File: config.mk
export PLATFORM = sky130hd
export DESIGN_NAME = stopwatch_bcd_multi_flat
export DESIGN_NICKNAME = d
export VERILOG_FILES = /design/src/rtl/stopwatch_bcd_multi_if.sv /design/src/rtl/stopwatch_bcd_multi.sv /design/src/flat_wrapper.sv
export SDC_FILE = /design/constraint.sdc
export NUM_CORES = 1
export LEC_CHECK = 0
export BUFFER_PORTS_ARGS = -buffer_cell sky130_fd_sc_hd__buf_2
export CAP_MARGIN = 20
export CORE_MARGIN = 2
export CORE_UTILIZATION = 35
export CTS_CLUSTER_DIAMETER = 60
export DETAILED_ROUTE_END_ITERATION = 12
export PLACE_DENSITY = 0.6
export SYNTH_ARGS = -nofsm -noshare
export SYNTH_HDL_FRONTEND = slang
export SYNTH_SLANG_ARGS = --single-unit
File: constraint.sdc
create_clock -name i_clk -period 2.2 [get_ports i_clk]
set_input_delay 0.33 -clock i_clk [delete_from_list [all_inputs] [get_ports i_clk]]
set_output_delay 0.33 -clock i_clk [all_outputs]
set_load 0.005 [all_outputs]
File: src/rtl/stopwatch_bcd_multi_if.sv
// Button inputs and display/status outputs of the multi-digit BCD stopwatch.
// The master side drives the synchronised buttons; the slave side is the stopwatch core.
interface stopwatch_bcd_multi_if #(
    parameter int NUM_DIGITS = 4
);
    logic                      i_start_stop;
    logic                      i_lap;
    logic                      i_clear;
    logic [4*NUM_DIGITS-1:0]   o_bcd;
    logic [7*NUM_DIGITS-1:0]   o_seg;
    logic                      o_running;
    logic                      o_lap_active;
    logic                      o_overflow;

    modport master (
        output i_start_stop,
        output i_lap,
        output i_clear,
        input  o_bcd,
        input  o_seg,
        input  o_running,
        input  o_lap_active,
        input  o_overflow
    );

    modport slave (
        input  i_start_stop,
        input  i_lap,
        input  i_clear,
        output o_bcd,
        output o_seg,
        output o_running,
        output o_lap_active,
        output o_overflow
    );
endinterface

File: src/rtl/stopwatch_bcd_multi.sv
// N-digit BCD stopwatch: prescaler, run/stop/lap FSM, cascaded decade counters,
// lap freeze register and registered 7-segment decode. i_reset is async, active-low.
module stopwatch_bcd_multi #(
    parameter int NUM_DIGITS = 4,
    parameter int TICK_DIV   = 1000,
    parameter int WRAP_MODE  = 1
) (
    input  logic                   i_clk,
    input  logic                   i_reset,
    stopwatch_bcd_multi_if.slave   sw
);
    localparam int PW = (TICK_DIV > 1) ? $clog2(TICK_DIV) : 1;
    localparam logic [PW-1:0] PRESC_LAST = PW'(TICK_DIV - 1);
    localparam logic WRAP = (WRAP_MODE != 0);

    typedef enum logic [1:0] {
        S_STOP = 2'd0,
        S_RUN  = 2'd1,
        S_LAP  = 2'd2
    } state_t;

    state_t r_state;
    state_t w_state_next;

    logic          r_ss_q;
    logic          r_lap_q;
    logic          r_clr_q;
    logic [PW-1:0] r_presc;
    logic          r_running;
    logic          r_lap_active;
    logic          r_overflow;

    logic                  w_ss_edge;
    logic                  w_lap_edge;
    logic                  w_clr_edge;
    logic                  w_clr_apply;
    logic                  w_enable;
    logic                  w_tick;
    logic                  w_terminal;
    logic                  w_hold;
    logic                  w_snap;
    logic [NUM_DIGITS:0]   w_carry;

    function automatic logic [6:0] seg_decode(input logic [3:0] d);
        logic [6:0] s;
        case (d)
            4'd0:    s = 7'h3F;
            4'd1:    s = 7'h06;
            4'd2:    s = 7'h5B;
            4'd3:    s = 7'h4F;
            4'd4:    s = 7'h66;
            4'd5:    s = 7'h6D;
            4'd6:    s = 7'h7D;
            4'd7:    s = 7'h07;
            4'd8:    s = 7'h7F;
            4'd9:    s = 7'h6F;
            default: s = 7'h00;
        endcase
        return s;
    endfunction

    assign w_ss_edge   = sw.i_start_stop & ~r_ss_q;
    assign w_lap_edge  = sw.i_lap & ~r_lap_q;
    assign w_clr_edge  = sw.i_clear & ~r_clr_q;
    assign w_clr_apply = w_clr_edge && (r_state == S_STOP);

    // Counting is gated by the registered state, so a stop edge still lets this cycle's tick count.
    assign w_enable = (r_state != S_STOP);
    assign w_tick   = w_enable && (r_presc == PRESC_LAST);

    assign w_carry[0] = w_tick;
    assign w_terminal = w_carry[NUM_DIGITS];
    assign w_hold     = w_terminal && !WRAP;

    always_comb begin
        w_state_next = r_state;
        w_snap       = 1'b0;
        case (r_state)
            S_STOP: begin
                if (w_ss_edge) w_state_next = S_RUN;
            end
            S_RUN: begin
                if (w_ss_edge) begin
                    w_state_next = S_STOP;
                end else if (w_lap_edge) begin
                    w_state_next = S_LAP;
                    w_snap       = 1'b1;
                end
            end
            S_LAP: begin
                if (w_ss_edge)       w_state_next = S_STOP;
                else if (w_lap_edge) w_state_next = S_RUN;
            end
            default: w_state_next = S_STOP;
        endcase
        // Saturating at all-9s forces a stop and releases any lap freeze.
        if (w_hold) w_state_next = S_STOP;
    end

    always_ff @(posedge i_clk or negedge i_reset) begin
        if (!i_reset) begin
            r_state      <= S_STOP;
            r_running    <= 1'b0;
            r_lap_active <= 1'b0;
            r_ss_q       <= 1'b0;
            r_lap_q      <= 1'b0;
            r_clr_q      <= 1'b0;
        end else begin
            r_state      <= w_state_next;
            r_running    <= (w_state_next != S_STOP);
            r_lap_active <= (w_state_next == S_LAP);
            r_ss_q       <= sw.i_start_stop;
            r_lap_q      <= sw.i_lap;
            r_clr_q      <= sw.i_clear;
        end
    end

    always_ff @(posedge i_clk or negedge i_reset) begin
        if (!i_reset) begin
            r_presc    <= '0;
            r_overflow <= 1'b0;
        end else begin
            if (w_clr_apply) begin
                r_presc <= '0;
            end else if (w_enable) begin
                r_presc <= w_tick ? '0 : r_presc + 1'b1;
            end

            if (w_clr_apply)     r_overflow <= 1'b0;
            else if (w_terminal) r_overflow <= 1'b1;
        end
    end

    genvar gi;
    generate
        for (gi = 0; gi < NUM_DIGITS; gi++) begin : g_digit
            logic [3:0] r_digit;
            logic [3:0] r_lap_digit;
            logic [6:0] r_seg;
            logic [3:0] w_shown;

            // A digit advances only when every lower digit is at 9 on a tick.
            assign w_carry[gi+1] = w_carry[gi] & (r_digit == 4'd9);
            assign w_shown       = (r_state == S_LAP) ? r_lap_digit : r_digit;

            always_ff @(posedge i_clk or negedge i_reset) begin
                if (!i_reset) begin
                    r_digit     <= 4'd0;
                    r_lap_digit <= 4'd0;
                    r_seg       <= 7'h3F;
                end else begin
                    if (w_clr_apply) begin
                        r_digit <= 4'd0;
                    end else if (w_carry[gi] && !w_hold) begin
                        r_digit <= (r_digit == 4'd9) ? 4'd0 : r_digit + 4'd1;
                    end
                    if (w_snap) r_lap_digit <= r_digit;
                    r_seg <= seg_decode(w_shown);
                end
            end

            assign sw.o_bcd[4*gi +: 4] = r_digit;
            assign sw.o_seg[7*gi +: 7] = r_seg;
        end
    endgenerate

    assign sw.o_running    = r_running;
    assign sw.o_lap_active = r_lap_active;
    assign sw.o_overflow   = r_overflow;

endmodule

File: src/flat_wrapper.sv
// flat-port wrapper written by rule: the top's interface ports become plain ports
module stopwatch_bcd_multi_flat 
#(
    parameter int NUM_DIGITS = 4,
    parameter int TICK_DIV   = 1000,
    parameter int WRAP_MODE  = 1
)
  (i_clk, i_reset, sw_i_start_stop, sw_i_lap, sw_i_clear, sw_o_bcd, sw_o_seg, sw_o_running, sw_o_lap_active, sw_o_overflow);
  stopwatch_bcd_multi_if #(.NUM_DIGITS(NUM_DIGITS)) sw_i ();
  input  logic i_clk;
  input  logic i_reset;
  input wire logic [$bits(sw_i.i_start_stop)-1:0] sw_i_start_stop;
  input wire logic [$bits(sw_i.i_lap)-1:0] sw_i_lap;
  input wire logic [$bits(sw_i.i_clear)-1:0] sw_i_clear;
  output wire logic [$bits(sw_i.o_bcd)-1:0] sw_o_bcd;
  output wire logic [$bits(sw_i.o_seg)-1:0] sw_o_seg;
  output wire logic [$bits(sw_i.o_running)-1:0] sw_o_running;
  output wire logic [$bits(sw_i.o_lap_active)-1:0] sw_o_lap_active;
  output wire logic [$bits(sw_i.o_overflow)-1:0] sw_o_overflow;
  assign sw_i.i_start_stop = sw_i_start_stop;
  assign sw_i.i_lap = sw_i_lap;
  assign sw_i.i_clear = sw_i_clear;
  assign sw_o_bcd = sw_i.o_bcd;
  assign sw_o_seg = sw_i.o_seg;
  assign sw_o_running = sw_i.o_running;
  assign sw_o_lap_active = sw_i.o_lap_active;
  assign sw_o_overflow = sw_i.o_overflow;
  stopwatch_bcd_multi #(.NUM_DIGITS(NUM_DIGITS), .TICK_DIV(TICK_DIV), .WRAP_MODE(WRAP_MODE)) u_core (.i_clk(i_clk), .i_reset(i_reset), .sw(sw_i));
endmodule
# Word-level counts from Yosys, hierarchy flattened
# Memories as Yosys holds them, arrays and structs flattened. A register that Yosys moved wholly into a read port is not among the register bits.
# Index checks and enable logic that the tools add are counted.
# W data, S select, Z words.
# totals
out_inout_bits,47
inputBits,5
wordCells,88
register_bits,50
n_memories,4
rom_bits,448
# op_classes
muxes,30
add_sub_neg,5
n_bitwise,10
n_eq_ne,8
reduce_logical,15
# mem_list
name,words,word_bits,rd,rd_ports_with_merged_regs,wr,line,text
(no name shown),16,7,1,1,0,stopwatch_bcd_multi.sv:46,case (d)
(no name shown),16,7,1,1,0,stopwatch_bcd_multi.sv:46,
(no name shown),16,7,1,1,0,stopwatch_bcd_multi.sv:46,
(no name shown),16,7,1,1,0,stopwatch_bcd_multi.sv:46,
# op_table
op,count
$mux W4,16
$mux W10,3
$add A4 B1 Y4 const B,4
$eq A4 B4 Y1 const B,4
$reduce_bool A2 Y1,8
$add A10 B1 Y10 const B,1
$eq A10 B10 Y1 const B,1
$mux W2,5
$and A1 B1 Y1,7
$pmux W2 S3,1
$mux W1,5
$eq A2 B2 Y1 const B,2
$logic_not A1 Y1,4
$not A1 Y1,3
$eq A2 B1 Y1 const B,1
$logic_and A1 B1 Y1,2
$logic_not A2 Y1,1

# Depth between registers and ports, before layout
# Gate-level depths: netlist of the first run.
# logic_depth
depth_word,8
mapped_depth,8
depth_no_buf,7

# Worst setup path before layout of the first run
# Ideal clock, no wire load.
# synth_timing
kind,register to register
startpoint,reg u_core.r_state[1]
endpoint,reg u_core.g_digit[0].r_seg[3]
slack_ns,0.033
t_arrival_ns,2.088
synth_period_minus_slack_ns,2.167
t_required_ns,2.121
setup_ns,0.079
path_stages_with_launch,8
path_cell_list,dfrtp_1 > nor2b_1 > buf_4 > buf_2 > mux2_2 > ha_1 > mux2_2 > o21ai_0
# synth_via
elab_chain_cells,2
# synth_rtl
element,line,text
start: declaration,stopwatch_bcd_multi.sv:22,state_t r_state;
start signal: assignment,stopwatch_bcd_multi.sv:109,r_state <= w_state_next;
$eq A2 B2 Y1,stopwatch_bcd_multi.sv:144,assign w_shown = (r_state == S_LAP) ? r_lap_digit : r_digit;
$mux W4,stopwatch_bcd_multi.sv:144,
end: declaration,stopwatch_bcd_multi.sv:139,logic [6:0] r_seg;
# No other way between the ends.
# A chain may end at the register's enable or synchronous reset.

# Worst setup path after layout of the first run
# layout_timing
startpoint,reg u_core.r_presc[0]
endpoint,reg u_core.g_digit[3].r_digit[1]
# layout_via
elab_chain_cells,6
# layout_rtl
element,line,text
start: declaration,stopwatch_bcd_multi.sv:28,logic [PW-1:0] r_presc;
start signal: assignment,stopwatch_bcd_multi.sv:126,r_presc <= w_tick ? '0 : r_presc + 1'b1;
$eq A10 B10 Y1,stopwatch_bcd_multi.sv:69,assign w_tick = w_enable && (r_presc == PRESC_LAST);
$logic_and A1 B1 Y1,stopwatch_bcd_multi.sv:69,
$and A1 B1 Y1 (3 in series),stopwatch_bcd_multi.sv:143,assign w_carry[gi+1] = w_carry[gi] & (r_digit == 4'd9);
$reduce_bool A2 Y1 (no source line),--,
end signal: assignment,stopwatch_bcd_multi.sv:155,r_digit <= (r_digit == 4'd9) ? 4'd0 : r_digit + 4'd1;
end: declaration,stopwatch_bcd_multi.sv:137,logic [3:0] r_digit;
# No other way between the ends.

==> results.txt, run 1 <==
- Clock Tree Root: clkbuf_16
* Element type at the critical path start: flip-flop
* Core Box Area: 11,400 um^2
- Actual slew at the worst max-slew pin: 0.575 ns
* Maximum operating frequency: 493 MHz
- Setup violations remaining at the end of the flow were counted as 0.
- Final Hold Vio Count: 0
- Layout Nets: 478
- Distinct cells, synth: 43
* Clock tree from TritonCTS: done
- Of the total power, the share spent switching nets is 0.221.
- Setup repair after global routing left no endpoint under its margin.
- Total overflow reported by the global router: 0
- The congestion estimate from routability-driven global placement came to 0.860.
- Leaving out fill and tap cells, the most frequent cells in the layout are dfrtp_1, buf_2, ha_1.
* Clock latency of the later-clocked register in the worst-skew pair: 0.33 ns
- In the routed design, unresolved DRC markers number 0.
* Worst setup path category: flip-flop to flip-flop
- I/O pin cnt: 52
* Net switching power figure: 816 uW
- Overall global routing resource usage: 0.136
- Syn. warnings: 0
* Syn-to-layout area delta: 23.3%
* Per-instance average area after synthesis: 11.2 um^2
* Number of flops mapped to enable cells by yosys: 0
- Of the post-synthesis cell area, the dominant cell type holds 0.330.
* Per-cell via count in the routed design: 5.11
* Max Fanout on Critical Path: 18
- Entering global routing, the biggest net connects 42 pins.
* Final cycle utilization of the critical path: 0.922
- Data required time at the worst endpoint: 2.45 ns
- The tool flagged a number of max-cap violations equal to 0.
- Measured on the finished design, the core utilization comes to 0.442.
* Share of power burned in the clock network: 0.467
* Primary flip-flop cell chosen by synthesis mapping: dfrtp_1
- In this run the core area contains 39 standard-cell rows.
- Estimated wirelength of the detail-placed design: 5.84 mm
* Hold Path Class: input pin to flip-flop
- The share of total power dissipated in combinational logic is 0.094.
- Number of antenna repair diodes: 0
* Antenna Violating Nets Remaining: 0
* Iter 0 DRT Violations: 145
- Wire length per cell after detailed routing: 13.6 um
* Fin cells: 588
- After routing, the total negative slack on setup checks comes to 0 ns.
* Deepest clock path buffer count: 2
* Placed Cells incl. Taps: 571
* Most common cell after layout, fill and taps aside: dfrtp_1
- For this configuration, the core starts out at a cell density of 0.359.
- Counting every net in the synthesized netlist gives 405.
* Number of flip-flops and latches in the synthesized netlist: 78
- Fill cells in the final layout number 1,078.
* Pwr dens: 732 nW/um^2
- In this run the cell area of the synthesized design comes to 4090 um^2.
- Result of the run: completed
* Worst voltage drop across the vdd grid: 0.000467 V
* Sequential area share after synthesis: 0.484
- Port buffering added 51 buffers.
- Number of global-route vias before repair: 2,871
- The worst path in the final design needs a cycle of 2.03 ns, including I/O delays and setup.
- In this run the static leakage power is 0.00235 uW.
* Cell count after synthesis: 367
* H-tree Lvls: 3
- The clock net in this run drives a total of 78 sinks.
- The routed layout has 3,006 vias.
- Leading post-synthesis cells by cell area: dfrtp_1, dfstp_2, ha_1
* Number of buffers created by CTS: 9
- Share of power burned in registers: 0.440
* Uppermost signal routing layer after detailed routing: met4
* Fraction of final layout cells sized beyond drive strength 1: 0.335
- Of all cell types, the one taking the most synthesized area is dfrtp_1.
* Setup Buffers After CTS: 0
- Chip Height: 112 um
- The internal power of the cells totals 2880 uW.
* Rel. slew slack: 0.616
- After clock tree synthesis, the clock-pin slew on the worst setup and hold paths is 0.06 ns.
- Amount of wire on met3 after detailed routing: 403 um
* Global-route wire length before repair: 13.9 mm
- Metal-1 WL: 3.68 mm
* Iteration count of the initial detailed-routing pass: 4
- Antenna violations before repair: 0
- Of all flip-flops after synthesis, the portion carrying an async set or reset was 1.00.
- The routed design has 8.01 mm of wire.
* Capturing element type of the critical path: flip-flop
- The routed design uses 3.79 mm of met2 wire.
* Worst EP arrival: 2.28 ns
- Final max-slew violation count: 0
* X dimension of the die: 112 um
* Overall die area: 12,600 um^2
* Maximum clock skew at final layout: 0.00592 ns
path summary, 6_finish.rpt:
kind / startpoint / to / slack, ns / cells after the start
worst max-delay path: u_core.r_presc[0] / u_core.g_digit[3].r_digit[1] / 0.17 / 5
worst min-delay path: sw_i_start_stop / u_core.r_ss_q / 0.12 / 1
worst max register to register: u_core.r_presc[0] / u_core.g_digit[3].r_digit[1] / 0.17 / 5
worst min register to register: u_core.g_digit[3].r_lap_digit[0] / u_core.g_digit[3].r_lap_digit[0] / 0.50 / 1
max in group asynchronous: i_reset / u_core.g_digit[0].r_lap_digit[0] / 1.24 / 3
min in group asynchronous: i_reset / u_core.g_digit[2].r_seg[6] / 0.38 / 2
metrics by stage:
step	setup WS (ns)	total power, uW	area, um^2	hold slack (ns)
6_report	0.171	3700	5050	0.119
5_1_grt	0.0310	3870	5050	0.0980
4_1_cts	0.0218	3740	5040	0.107
3_5_place_dp	0.0396	1990	4680	0.179
3_3_place_gp	0.115	1980	4680	0.180
2_1_floorplan	0.0334	1850	4090	0.0344
repair_timing:
action,in CTS,in global routing
resized for setup,0,2
hold buffers,1,0
endpoints found under the setup margin,0,14
endpoints found under the hold margin,4,0
registers in the layout, summed over array words and instances, names as in the netlist:
| name | flops |
|---|---|
| u_core.sw.o_overflow | 1 |
| u_core.sw.o_running | 1 |
| u_core.sw.o_lap_active | 1 |
| u_core.g_digit.r_digit | 16 |
| u_core.r_clr_q | 1 |
| u_core.r_state | 2 |
| u_core.g_digit.r_seg | 28 |
| u_core.r_presc | 10 |
| u_core.g_digit.r_lap_digit | 16 |
| u_core.r_lap_q | 1 |
| u_core.r_ss_q | 1 |
synth_stat cells (2+ instances only):
library cell / count
clkbuf_1: 10
o2111ai_1: 6
dfstp_2: 24
nand2b_1: 4
nand2_1: 24
buf_2: 3
o22ai_1: 12
o21a_1: 3
inv_1: 17
dfrtp_1: 54
or4_1: 7
mux2_2: 27
nand4b_1: 3
nor2b_1: 3
a22o_1: 4
or2_2: 3
ha_1: 33
nand3_1: 7
o211ai_1: 2
xor2_1: 6
nand4_1: 3
nor2_1: 16
o21ai_0: 18
xnor2_1: 3
mux2i_2: 3
nand3b_1: 2
and3b_1: 4
and3_1: 4
mux2i_1: 17
o31ai_1: 4
a21oi_1: 18
a31oi_1: 9
or3_1: 4
metal layers:
layer  vias to the layer above  GRT usage
li1                       1477          -
met1                      1447      0.177
met2                        73      0.214
met3                         9     0.0486
met4                         0     0.0423
met5                         -          0
area by class of cell:
| type | count | area, um^2 | share of cell area |
|---|---|---|---|
| multi-input combinational | 258 | 2000 | 0.396 |
| sequential | 78 | 1980 | 0.393 |
| timing repair buffer | 76 | 473 | 0.0937 |
| clock buffer | 13 | 260 | 0.0516 |
| tap | 143 | 179 | 0.0354 |
| clock inverter | 3 | 90.1 | 0.0178 |
| inverter | 17 | 63.8 | 0.0126 |
critical path, stage by stage, from the launching register on:
cell,delay [ns]
dfrtp_1,0.42
ha_1,0.20
nand4b_1,0.15
or3_4,0.51
or4_1,0.53
a21oi_1,0.15
power by group through the flow:
stage	Combinational [uW]	Sequential, uW	Clock (uW)
after global routing	393	1640	1830
after floorplan	219	1630	0
after global placement	339	1640	0
final	346	1630	1720
after CTS	352	1620	1760
after detailed placement	344	1650	0
cell families after synthesis:
logic type      share of synthesized area
flops                               0.484
fa+ha+maj                           0.101
xor+xnor                           0.0193
mux                                 0.126
compound gates                      0.120
buf+inv                            0.0303
simple gates                        0.119
No activity file was read; power rests on OpenSTA's default activity.
==> run 2, diff against run 1 <==
REMOVE_ABC_BUFFERS = 1   (was default)
clock period = 1.8 ns   (was 2.2 ns; I/O delays follow)
==> run 2 against run 1 <==
The flow now finishes with violations (negative setup slack). Utilization is 4.9 points higher. Combinational power is 90% higher. Wire length is 17% higher. Flip-flop and latch count stayed put. Maximum frequency is 8.8% higher. Critical path type unchanged. First-iteration DRC count is 6.9% higher.
==> results.txt, run 2 (synthesized netlist as in run 1, its figures left out) <==
* Fin cells: 641 (+9.0%)
- Antenna Violating Nets Remaining: 0 (unchanged)
- The setup slack at placement came to -0.198 ns (-0.238 ns).
* Series of cell instances along the critical path: ha_2 > nand4b_1 > or3_4 > or4_4 > a21oi_2
* Effective utilization at floorplan: 0.359 (unchanged)
- The checks that failed: negative setup slack.
- Pwr dens: 830 nW/um^2 (+13%)
* Iteration count of the initial detailed-routing pass: 5 (+1)
* Capturing element type of the critical path: flip-flop
- The mean routed wirelength per cell was 14.6 um (+7.3%).
* Unrepaired setup endpoints after global routing: true
* Clock transition at the register clock pins on the worst setup and hold paths after CTS: 0.06 ns (about the same)
* Fraction of final layout cells sized beyond drive strength 1: 0.450 (+0.115)
- The share of the clock period used by the worst path is 1.04 (+0.114).
- The total vias in the final route is 3,264 (+8.6%).
* Max Fanout on Critical Path: 7 (-11)
* Total overflow reported by the global router: 0 (unchanged)
- Clock tree from TritonCTS: done
- X dimension of the die: 112 um (unchanged)
- DRC violation count after routing: 0 (unchanged)
* Flip-flop count of the largest register after layout: 28 (unchanged)
* Most frequent cells in the layout: buf_4, dfrtp_1, buf_2
- Overall die area: 12,600 um^2 (unchanged)
* Share of power burned in registers: 0.421 (-0.019)
* Placer Congestion: 0.813 (-5.5%)
- The data required time at the worst endpoint was 2.07 ns (-0.38 ns).
- H-tree Lvls: 3 (unchanged)
- Most common cell after layout, fill and taps aside: buf_4
* Number of port buffers: 51 (unchanged)
- The standard cell core area is 11,400 um^2 (unchanged).
- Syn-to-layout area delta: 37.0%
- Number of setup violations in the final report: 9 (+9)
- Iter 0 DRT Violations: 155 (+6.9%)
- The number of instances in the placed design was 608 (+6.5%).
* Part of the total power dissipated in combinational logic: 0.141 (+0.047)
* Clock period minus final worst setup slack: 1.87 ns (-0.164 ns)
* Setup Total Neg Slack: -0.369 ns (-0.369 ns)
- The kind of cell with the highest combined delay along the critical path is simple AND/OR/NAND/NOR gates.
- Largest net degree at the start of global routing: 30 (-29%)
- Leakage power: 0.00264 uW (+12%)
- The cell sitting at the root of the clock tree is a clkbuf_16.
* Register with the most flip-flops: u_core.g_digit.r_seg
* Largest registers ranked by flip-flop count: u_core.g_digit.r_seg x28, u_core.g_digit.r_digit x16, u_core.g_digit.r_lap_digit x16
- Final Hold Vio Count: 0 (unchanged)
- The clock network latency to the later pin of the worst-skew pair is 0.34 ns (about the same).
- Global-route wire length before repair: 15.3 mm (+11%)
- Number of antenna repair diodes: 0 (unchanged)
- Cell row count: 39 (unchanged)
- Worst setup path category: flip-flop to flip-flop
- Estimated wirelength of the detail-placed design: 6.27 mm (+7.3%)
- The buffers plus inverters on the worst setup path was 0 (unchanged).
* Sinks on the clock net: 78 (unchanged)
- The switching power of the nets came to 1100 uW (+35%).
* Total wire length after detailed routing: 9.37 mm (+17%)
- The buffer depth of the longest clock path was 2 (unchanged).
- The number of nets in the final layout is 531 (+11%).
- The highest clock rate was 536 MHz (+8.8%).
* Actual slew at the worst max-slew pin: 0.422 ns (-0.153 ns)
- Rel. slew slack: 0.717 (+0.101)
- Maximum clock skew at final layout: 0.00652 ns (+0.000601 ns)
* Switching share of power: 0.236 (+0.0153)
- Share of power burned in the clock network: 0.438 (-0.029)
- The total routing usage reported by global routing came to 0.151 (+0.0144).
- Hold Path Class: input pin to flip-flop
- Worst voltage drop across the vdd grid: 0.00126 V (+170%)
- The arrival time at the worst endpoint is 2.14 ns (-0.14 ns).
- The vias per cell came to 5.09 (-0.40%).
- The worst setup path is launched from a flip-flop.
- Master of the slowest instance on the critical path: or4_4
- The clock buffer count from CTS is 9 (unchanged).
- The max-slew violation count is 0 (unchanged).
* Antenna violations before repair: 0 (unchanged)
- The worst setup slack after layout is -0.0653 ns (-0.236 ns).
* Number of global-route vias before repair: 3,229 (+12%)
- The max-capacitance violation count is 0 (unchanged).
- Result of the run: complete, but fails checks
* Internal Pwr Total: 3560 uW (+24%)
- I/O pin cnt: 52 (unchanged)
* Delay of the slowest critical-path stage: 0.53 ns (about the same)
- Chip Height: 112 um (unchanged)
- The fill cell instance count of the final layout was 1,046 (-3.0%).
## run 2: power groups by stage
stage	clock [uW]	combinational [uW]	sequential, uW
floorplan	0	260	2000
global route	2150	709	1970
CTS	2080	590	1950
finish	2040	657	1960
detailed placement	0	565	1980
global placement	0	556	1970
## run 2: path summary, 6_finish.rpt
| path | slack, ns | startpoint | cells after the start | end |
|---|---|---|---|---|
| setup / recovery | -0.07 | u_core.r_presc[1] | 5 | u_core.g_digit[3].r_digit[0] |
| hold / removal | 0.04 | sw_i_start_stop | 1 | u_core.r_ss_q |
| setup reg to reg | -0.07 | u_core.r_presc[1] | 5 | u_core.g_digit[3].r_digit[0] |
| hold reg to reg | 0.50 | u_core.g_digit[2].r_lap_digit[0] | 1 | u_core.g_digit[2].r_lap_digit[0] |
| max in group asynchronous | 0.84 | i_reset | 3 | u_core.g_digit[1].r_seg[1] |
| min in group asynchronous | 0.38 | i_reset | 2 | u_core.r_presc[2] |
## run 2: routing by layer
layer / vias to the layer above / share of wire / track usage
li1: 1577 / - / -
met1: 1600 / 0.46 / 0.185
met2: 75 / 0.48 / 0.251
met3: 12 / 0.042 / 0.0443
met4: 0 / 0.016 / 0.0577
met5: - / 0 / 0
## run 2: what timing repair did
action,4_1_cts,5_1_grt
cloned,1,1
hold buffers,1,0
gates resized for setup,9,28
pin swaps,5,8
buffers inserted,5,9
endpoints found under the hold margin,12,0
setup endpoints to repair,35,59
## run 2: final cells by class
| class | count | area, um^2 | share of cell area |
|---|---|---|---|
| well taps | 143 | 179 | 0.0319 |
| inverters | 17 | 63.8 | 0.0114 |
| repair buffers | 128 | 908 | 0.162 |
| clock buffers | 13 | 270 | 0.0482 |
| flip-flops and latches | 78 | 1980 | 0.354 |
| clock inverters | 3 | 65.1 | 0.0116 |
| multi-input cells | 259 | 2140 | 0.381 |
## run 2: through the flow
step | power (uW) | util | hold slack [ns] | area, um^2
after global routing | 4830 | 0.491 | 0.0388 | 5610
after CTS | 4620 | 0.472 | 0.0306 | 5390
after floorplan | 2260 | - | -0.0256 | 4030
after detailed placement | 2540 | 0.435 | 0.214 | 4970
after global placement | 2530 | 0.435 | 0.208 | 4970
final | 4660 | 0.491 | 0.0428 | 5610
==> run 3, diff against run 2 <==
CTS_BUF_LIST = sky130_fd_sc_hd__clkbuf_8 sky130_fd_sc_hd__clkbuf_16   (was default)
==> run 3 against run 2 <==
The run still ends with negative setup slack left. Highest routed layer unchanged. Worst setup slack stayed put. Largest power group unchanged. Utilization stayed put. Flip-flop and latch count stayed put.
==> results.txt, run 3 (synthesized netlist as in run 1, its figures left out) <==
- The first-pass detailed-route iteration total was 5 (unchanged).
- The iteration-0 DRC count of the detailed router is 155 (unchanged).
- Per-cell via count in the routed design: 5.10 (about the same)
- The number of nets in the final layout came to 531 (unchanged).
* Leakage power: 0.00265 uW (+0.16%)
- The largest fanout of any net on the critical path is 7 (unchanged).
- The path with the worst hold slack has its endpoint at u_core.r_ss_q.
- The floorplan row count came to 39 (unchanged).
- The highest clock rate is 536 MHz (unchanged).
- The wire length after detailed routing is 9.36 mm (about the same).
* Fraction of final layout cells sized beyond drive strength 1: 0.450 (unchanged)
- The max-capacitance violation count is 0 (unchanged).
* Setup Total Neg Slack: -0.368 ns (+0.000466 ns)
* Number of global-route vias before repair: 3,229 (unchanged)
- Internal Pwr Total: 3550 uW (-0.16%)
* Hold Path Class: input pin to flip-flop
- The largest net degree at the start of global routing is 30 (unchanged).
- The register-to-register path setup slack is -0.07 ns (about the same).
- The share of total power in combinational logic came to 0.141 (about the same).
* Clock period minus final worst setup slack: 1.87 ns (unchanged)
* Cell count of the worst reg-to-reg path: 5 (unchanged)
* Number of antenna repair diodes: 0 (unchanged)
- The total vias in the final route came to 3,266 (+0.061%).
- Global-route wire length before repair: 15.3 mm (unchanged)
- The final hold violation count is 0 (unchanged).
- The number of I/O pins is 52 (unchanged).
- The checks that failed: negative setup slack.
* Net switching power figure: 1100 uW (about the same)
- Number of buffers created by CTS: 9 (unchanged)
- Most common cell after layout, fill and taps aside: buf_4
- The number of instances on the worst hold path is 1 (unchanged).
- The mean routed wirelength per cell came to 14.6 um (about the same).
- Hold_sp: sw_i_start_stop
* Chip Height: 112 um (unchanged)
- The data required time at the worst endpoint came to 2.07 ns (about the same).
- The x dimension of the die is 112 um (unchanged).
* Sinks on the clock net: 78 (unchanged)
- Clock tree from TritonCTS: done
- Hold slack final: 0.0428 ns (unchanged)
- Actual slew at the worst max-slew pin: 0.422 ns (unchanged)
* Placer Congestion: 0.813 (unchanged)
- STA classifies the critical path startpoint as a flip-flop.
* Antenna violations before repair: 0 (unchanged)
* Flip-flop count of the largest register after layout: 28 (unchanged)
- The setup slack at placement was -0.198 ns (unchanged).
- Clock Tree Root: clkbuf_16
* Rel. slew slack: 0.717 (unchanged)
- Maximum clock skew at final layout: 0.00652 ns (unchanged)
- The initial cell density of the core was 0.359 (unchanged).
- The post-detailed-route DRC marker count was 0 (unchanged).
- Pwr dens: 829 nW/um^2 (-0.11%)
* Deepest clock path buffer count: 2 (unchanged)
- Unrepaired setup endpoints after global routing: true
* Min setup slack post-route: -0.0653 ns (unchanged)
- Final max-slew violation count: 0 (unchanged)
* Share of power burned in registers: 0.421 (about the same)
- Final cycle utilization of the critical path: 1.04 (unchanged)
- Most frequent cells in the layout: buf_4, dfrtp_1, buf_2
- Worst EP arrival: 2.14 ns (about the same)
- Launching point of the worst reg2reg path: u_core.r_presc[1]
* Layout fillers: 1,046 (unchanged)
- Clock transition at the register clock pins on the worst setup and hold paths after CTS: 0.06 ns (about the same)
- Syn-to-layout area delta: 37.0% (unchanged)
- The total congestion overflow was 0 (unchanged).
- Number of setup violations in the final report: 9 (unchanged)
- Core Box Area: 11,400 um^2 (unchanged)
- The fraction of power spent switching nets came to 0.236 (+0.000364).
- The clock network latency to the later pin of the worst-skew pair was 0.34 ns (about the same).
- The placed wire-length estimate after detailed placement is 6.27 mm (unchanged).
- The worst setup path is captured at a flip-flop.
- Worst flop-to-flop path endpoint: u_core.g_digit[3].r_digit[0]
* Largest registers ranked by flip-flop count: u_core.g_digit.r_seg x28, u_core.g_digit.r_digit x16, u_core.g_digit.r_lap_digit x16
* H-tree Lvls: 3 (unchanged)
- Result of the run: complete, but fails checks
- Overall global routing resource usage: 0.151 (unchanged)
* Number of port buffers: 51 (unchanged)
- Worst setup path category: flip-flop to flip-flop
* Fin cells: 641 (unchanged)
- The maximum vdd ir drop is 0.00126 V (about the same).
- Share of power burned in the clock network: 0.437 (about the same)
* Antenna Violating Nets Remaining: 0 (unchanged)
* Placed Cells incl. Taps: 608 (unchanged)
* Register with the most flip-flops: u_core.g_digit.r_seg
- The die outline area came to 12,600 um^2 (unchanged).
## run 3: changes by cell type in the layout (fill, tap and decap cells not counted), sizes merged
| cell | before | now |
|---|---|---|
| clkbuf | 14 | 13 |
| inv | 17 | 18 |
## run 3: repair_timing
| item | in CTS | in global routing |
|---|---|---|
| hold buffers | 1 | 0 |
| endpoints found under the hold margin | 12 | 0 |
| setup endpoints to repair | 35 | 59 |
| gates cloned | 1 | 1 |
| buffers inserted | 5 | 9 |
| pin swaps | 5 | 8 |
| gates resized for setup | 9 | 28 |
## run 3: worst max-delay path by stage
stage | start | to | slack (ns) | cells past startpoint
after floorplan | u_core.r_state[0] | u_core.g_digit[0].r_seg[0] | -1.04 | 4
after global routing | u_core.r_presc[0] | u_core.g_digit[2].r_digit[2] | -0.12 | 5
final | u_core.r_presc[1] | u_core.g_digit[3].r_digit[0] | -0.07 | 5
after CTS | u_core.r_presc[1] | u_core.g_digit[3].r_digit[0] | -0.03 | 5
after detailed placement | u_core.r_presc[1] | u_core.g_digit[3].r_digit[0] | -0.20 | 5
after global placement | u_core.r_presc[0] | u_core.g_digit[3].r_digit[3] | -0.12 | 5
## run 3: metal layers
layer | track usage | up-vias | wire length [um]
li1 | - | 1577 | -
met1 | 0.185 | 1602 | 4270
met2 | 0.251 | 75 | 4540
met3 | 0.0443 | 12 | 398
met4 | 0.0577 | 0 | 146
met5 | 0 | - | 0
## run 3: power groups by stage
| stage | clock network [uW] | logic (uW) | registers, uW |
|---|---|---|---|
| 3_3_place_gp | 0 | 556 | 1970 |
| 6_report | 2030 | 657 | 1960 |
| 4_1_cts | 2070 | 590 | 1950 |
| 3_5_place_dp | 0 | 565 | 1980 |
| 2_1_floorplan | 0 | 260 | 2000 |
| 5_1_grt | 2140 | 709 | 1970 |
## run 3: worst max-delay path: stages, from the launching register on
cell and delay [ns]:
dfrtp_1 0.37, ha_2 0.19, nand4b_1 0.11, or3_4 0.46, or4_4 0.53, a21oi_2 0.12
## run 3: stage by stage
step | util | area [um^2] | power, uW
global placement | 0.435 | 4970 | 2530
detailed placement | 0.435 | 4970 | 2540
finish | 0.491 | 5610 | 4650
floorplan | - | 4030 | 2260
global route | 0.491 | 5610 | 4830
CTS | 0.472 | 5390 | 4620
## run 3: area by class of cell
type	count	area, um^2	share of cell area
Clock buffer	12	267	0.0475
Clock inverter	4	68.8	0.0123
Inverter	17	63.8	0.0114
Multi-Input combinational cell	259	2140	0.381
Sequential cell	78	1980	0.354
Tap cell	143	179	0.0319
Timing Repair Buffer	128	908	0.162
